**config.mk**
```make
export PLATFORM = sky130hd
export DESIGN_NAME = uart_tx_fsm
export DESIGN_NICKNAME = d
export VERILOG_FILES = /design/src/rtl/uart_tx_fsm.sv
export SDC_FILE = /design/constraint.sdc
export NUM_CORES = 1
export LEC_CHECK = 0
export CAP_MARGIN = 10
export CORE_MARGIN = 5
export CORE_UTILIZATION = 35
export DETAILED_ROUTE_END_ITERATION = 6
export PLACE_DENSITY = 0.61
export SETUP_SLACK_MARGIN = 0.05
export SLEW_MARGIN = 20
export SYNTH_ARGS = -nofsm -noshare
export SYNTH_HDL_FRONTEND = slang
export SYNTH_SLANG_ARGS = --single-unit
```
**constraint.sdc**
```tcl
create_clock -name clk -period 2.1 [get_ports clk]
set_input_delay 0.63 -clock clk [delete_from_list [all_inputs] [get_ports clk]]
set_output_delay 0.63 -clock clk [all_outputs]
set_load 0.03 [all_outputs]
```
**src/rtl/uart_tx_fsm.sv**
```systemverilog
// UART transmit frame controller: sequences start, LSB-first data, optional parity and
// stop, and steers the downstream TX output mux one bit per clock.
module uart_tx_fsm #(
  parameter int DATA_WIDTH = 8
) (
  input  logic                  clk,
  input  logic                  rst,
  input  logic [DATA_WIDTH-1:0] p_data,
  input  logic                  data_valid,
  input  logic                  par_en,
  input  logic                  par_typ,
  output logic [1:0]            mux_sel,
  output logic                  ser_data,
  output logic                  par_bit,
  output logic                  busy
);

  localparam int CNT_W = $clog2(DATA_WIDTH);
  localparam logic [CNT_W-1:0] LAST_CNT = CNT_W'(DATA_WIDTH - 1);

  typedef enum logic [2:0] {
    IDLE   = 3'd0,
    START  = 3'd1,
    DATA   = 3'd2,
    PARITY = 3'd3,
    STOP   = 3'd4
  } state_t;

  state_t                state_r;
  state_t                state_s;
  logic                  accept_s;
  logic [DATA_WIDTH-1:0] shift_r;
  logic [CNT_W-1:0]      bit_cnt_r;
  logic                  par_en_r;

  function automatic logic calc_parity(input logic [DATA_WIDTH-1:0] data, input logic odd);
    return (^data) ^ odd;
  endfunction

  function automatic logic [1:0] sel_of(input state_t s);
    case (s)
      IDLE:    return 2'b01;
      START:   return 2'b00;
      DATA:    return 2'b10;
      PARITY:  return 2'b11;
      STOP:    return 2'b01;
      default: return 2'b01;
    endcase
  endfunction

  function automatic logic busy_of(input state_t s);
    case (s)
      START, DATA, PARITY, STOP: return 1'b1;
      default:                   return 1'b0;
    endcase
  endfunction

  // State register.
  always_ff @(posedge clk or negedge rst) begin
    if (!rst) begin
      state_r <= IDLE;
    end else begin
      state_r <= state_s;
    end
  end

  // Next-state logic; a new byte is only taken while the line sits at stop/idle level.
  always_comb begin
    state_s  = IDLE;
    accept_s = 1'b0;
    case (state_r)
      IDLE, STOP: begin
        if (data_valid) begin
          accept_s = 1'b1;
          state_s  = START;
        end else begin
          state_s  = IDLE;
        end
      end
      START: state_s = DATA;
      DATA: begin
        if (bit_cnt_r == LAST_CNT) begin
          if (par_en_r) begin
            state_s = PARITY;
          end else begin
            state_s = STOP;
          end
        end else begin
          state_s = DATA;
        end
      end
      PARITY:  state_s = STOP;
      default: state_s = IDLE;
    endcase
  end

  // Frame datapath: latch on acceptance, shift out one bit per DATA cycle.
  always_ff @(posedge clk or negedge rst) begin
    if (!rst) begin
      shift_r   <= {DATA_WIDTH{1'b0}};
      bit_cnt_r <= {CNT_W{1'b0}};
      par_en_r  <= 1'b0;
      par_bit   <= 1'b0;
    end else if (accept_s) begin
      shift_r   <= p_data;
      bit_cnt_r <= {CNT_W{1'b0}};
      par_en_r  <= par_en;
      par_bit   <= calc_parity(p_data, par_typ);
    end else if (state_r == DATA) begin
      shift_r   <= shift_r >> 1;
      bit_cnt_r <= bit_cnt_r + CNT_W'(1);
    end else if (state_r == START) begin
      bit_cnt_r <= {CNT_W{1'b0}};
    end else begin
      bit_cnt_r <= bit_cnt_r;
    end
  end

  // Mux select and busy are registered from the next state so they track state_r exactly.
  always_ff @(posedge clk or negedge rst) begin
    if (!rst) begin
      mux_sel <= 2'b01;
      busy    <= 1'b0;
    end else begin
      mux_sel <= sel_of(state_s);
      busy    <= busy_of(state_s);
    end
  end

  assign ser_data = shift_r[0];

endmodule

```
==> impl_metrics.csv <==
group,metric,value,unit
run_status,status,"finished clean",
setup_path,cp_data_arrival_time,1.36,ns
layout,fin_area,1150,sq um
timing,fin_crit_sh,94.7,%
synth,yosys_register_bits,19,
synth,synthXorXnorAreaFrac,8.52,%
grt,antenna_found_initial,0,
clock_network,clockRootBuffer,"clkbuf_4",
floorplan,design.die.area,3670,sq um
setup_path,crit_chain,"clkdlybuf4s50_1",
detailed_routing,wl,1690,um
floorplan,die_h,60.6,um
detailed_routing,drt_first_pass_iters,4,
detailed_routing,drcViolationCount,0,
synth,synth_top_family_by_area,"compound AO/OA/AOI/OAI gates",
floorplan,rows,18,
detailed_routing,vias_per_cell,4.85,
setup_path,worst_ep_required_time,1.47,ns
synth,synthAdderAreaFrac,2.79,%
timing,max_freq,0.503,GHz
place,io_buffers,17,
timing,finalSetupViolations,0,
setup_path,critPathMaxStageDelay,0.68,ns
synth,syn_nets,96,
grt,grt_max_degree,12,
power,power_density,1340,nW/um^2
layout,final.fill_count,233,
timing,slew_headroom,66.3,%
clock_network,clock-sinks,19,
layout,syn2layout_area_growth,27.9,%
detailed_routing,wl_per_cell,12.7,um
timing,hold_ws,0.500,ns
layout,nNetsFinal,119,
power,finalPower,1.54,mW
floorplan,initial_core_util,36.5,%
layout,final_layout_size_suffix_gt1_share,15.5,%
grt,overflow,0,
synth,syn_area,896,sq um
clock_network,cts_tree,"yes",
synth,synthFlopType,"dfrtp_1",
run,cap_violations,0,
synth,synthDistinctLibCells,23,
synth,synth_simple_gate_area_share,11.9,%
setup_path,cpLargestDelayFamily,"buffers and inverters",
synth,syn_inst,81,
clock_network,htreeDepth,1,
setup_path,crit_buf_inv,1,
place,dp_hpwl,1290,um
grt,grt_pass1_wl,2910,um
synth,synth.most_common_cell,"dfrtp_1",
timing,timing.final.crit_period,1.99,ns
clock_network,clkLatencyLatePin,0.30,ns
min_path,worst_hold_path.num_cells,2,
synth,synth_top_area_share,50.3,%
timing,drv_slew,0,
min_path,hp-class,"flip-flop to flip-flop",
floorplan,core,2450,sq um
clock_network,clk_pin_slew,0.11,ns
setup_path,critPathLaunchType,"flip-flop",
synth,yosysSeqAreaShare,53.2,%
setup_path,reg2reg_depth,6,
synth,synthMuxAreaShare,5.31,%
clock_network,numCtsBuffers,3,
layout,n_antenna_cell,0,
synth,synth_edf_count,0,
layout,multiInputGateArea,388,sq um
grt,grt_use_total,10.9,%
clock_network,cts_setup_buffers,0,
synth,yosys-top-cells-area,"dfrtp_1 (50%), nand2_1 (6.3%), a22oi_1 (5.0%), xnor2_1 (4.9%), dfstp_2 (2.9%)",
setup_path,crit_slowest_cell,"clkdlybuf4s50_1",
power,cellLeakagePower,0.526,nW
timing,rsz0062_at_grt,"false",
setup_path,end_kind,"output pin",
setup_path,path_class,"flip-flop to output pin",
detailed_routing,ant_nets,0,
timing,tightest_slew,0.504,ns
setup_path,cp_max_fo,2,
layout,regArea,477,sq um
floorplan,dieWidth,60.6,um
grt,grt_pass1_vias,633,
detailed_routing,drtIter0Drc,24,
synth,syn_avg_cell_area,11.1,sq um
synth,synth-async-reset-ratio,100,%
clock_network,clock_path_buffers,2,
synth,synth-compound-area-share,14.8,%
synth,yosys.area.top_type,"dfrtp_1",
timing,skew,0.00573,ns
synth,synth_common_cells,"dfrtp_1 (18), nand2_1 (15), a22oi_1 (6)",
floorplan,io_pins,18,
detailed_routing,vias,645,
place,placed_cell_area,1120,sq um
synth,yosysWarnings,0,
power,irDropWorstVdd,0.549,mV
place,place.gp.congestion,0.800,
timing,finalHoldViolations,0,
setup_path,cp.depth,1,
==> layer usage <==
| layer | track usage (%) | wire length [um] | up-vias | share of wire [%] |
|---|---|---|---|---|
| met5 | 0 | 0 | - | 0 |
| met3 | 2.34 | 81 | 0 | 4.8 |
| met4 | 5.57 | 0 | 0 | 0 |
| met1 | 14.2 | 809 | 308 | 48 |
| li1 | - | - | 324 | - |
| met2 | 16.9 | 799 | 13 | 47 |
==> layout by cell type, fill, tap and decap left out <==
cell             count
a31o_2               1
dlygate4sd2_1        1
mux2_2               2
nor3b_2              2
a21oi_1              1
o311ai_1             1
nand2b_1             1
clkbuf_1             1
inv_1                3
clkbuf_4             3
xnor2_1              5
mux2_4               1
xor2_1               1
buf_4                5
ha_1                 2
o21bai_1             1
nor2_1               5
mux2i_1              1
nand2_1             15
o22ai_1              1
a22oi_1              6
a22o_1               3
dfstp_2              1
xnor3_2              1
o21ai_0              5
clkdlybuf4s50_1     16
dfrtp_1             18
==> worst paths after layout <==
| path | start | to | slack (ns) |
|---|---|---|---|
| worst max-delay path | par_bit | par_bit | 0.11 |
| worst min-delay path | shift_r[2] | shift_r[2] | 0.50 |
| worst max register to register | bit_cnt_r[0] | mux_sel[1] | 0.72 |
| worst min register to register | shift_r[2] | shift_r[2] | 0.50 |
| max in group asynchronous | rst | bit_cnt_r[1] | 1.00 |
| min in group asynchronous | rst | par_en_r | 0.61 |
==> power breakdown <==
group,internal [mW],switching (mW),total [mW]
combinational,0.335,0.365,0.699
clock,0.0740,0.110,0.184
sequential,0.537,0.120,0.656
==> logic make-up (layout without fill, tap and decap cells) <==
family                   count (synthesis)  in the layout
flip-flops                              19             19
adder cells (fa/ha/maj)                  2              2
buffers and inverters                    7             29
AO/OA/AOI/OAI                           19             19
multiplexers                             4              4
XOR/XNOR                                 7              7
AND/OR/NAND/NOR                         23             23
==> timing repair <==
item	in CTS	in global routing
endpoints found under the setup margin	1	0
hold buffers	0	0
gates resized for setup	1	0
==> registers in the layout, indices dropped and copies added (netlist names) <==
signal,flops
par_en_r,1
par_bit,1
shift_r,8
mux_sel,2
state_r,3
busy,1
bit_cnt_r,3
==> metrics by stage <==
stage | setup TNS, ns | setup WS [ns] | cells | util, %
2_1_floorplan | 0 | 0.423 | 81 | -
3_3_place_gp | -0.0877 | -0.0877 | 129 | 45.7
3_5_place_dp | -0.115 | -0.115 | 129 | 45.7
4_1_cts | 0 | 0.0970 | 133 | 46.7
5_1_grt | 0 | 0.0751 | 133 | 46.7
6_report | 0 | 0.112 | 133 | 46.7
==> cell type report <==
type	count	share of cell area, %
inverter	3	0.983
sequential	19	41.6
clock buffer	4	2.29
timing repair buffer	22	18.0
tap	30	3.28
multi-input combinational	55	33.8
Power figures use the tool's default switching activity.
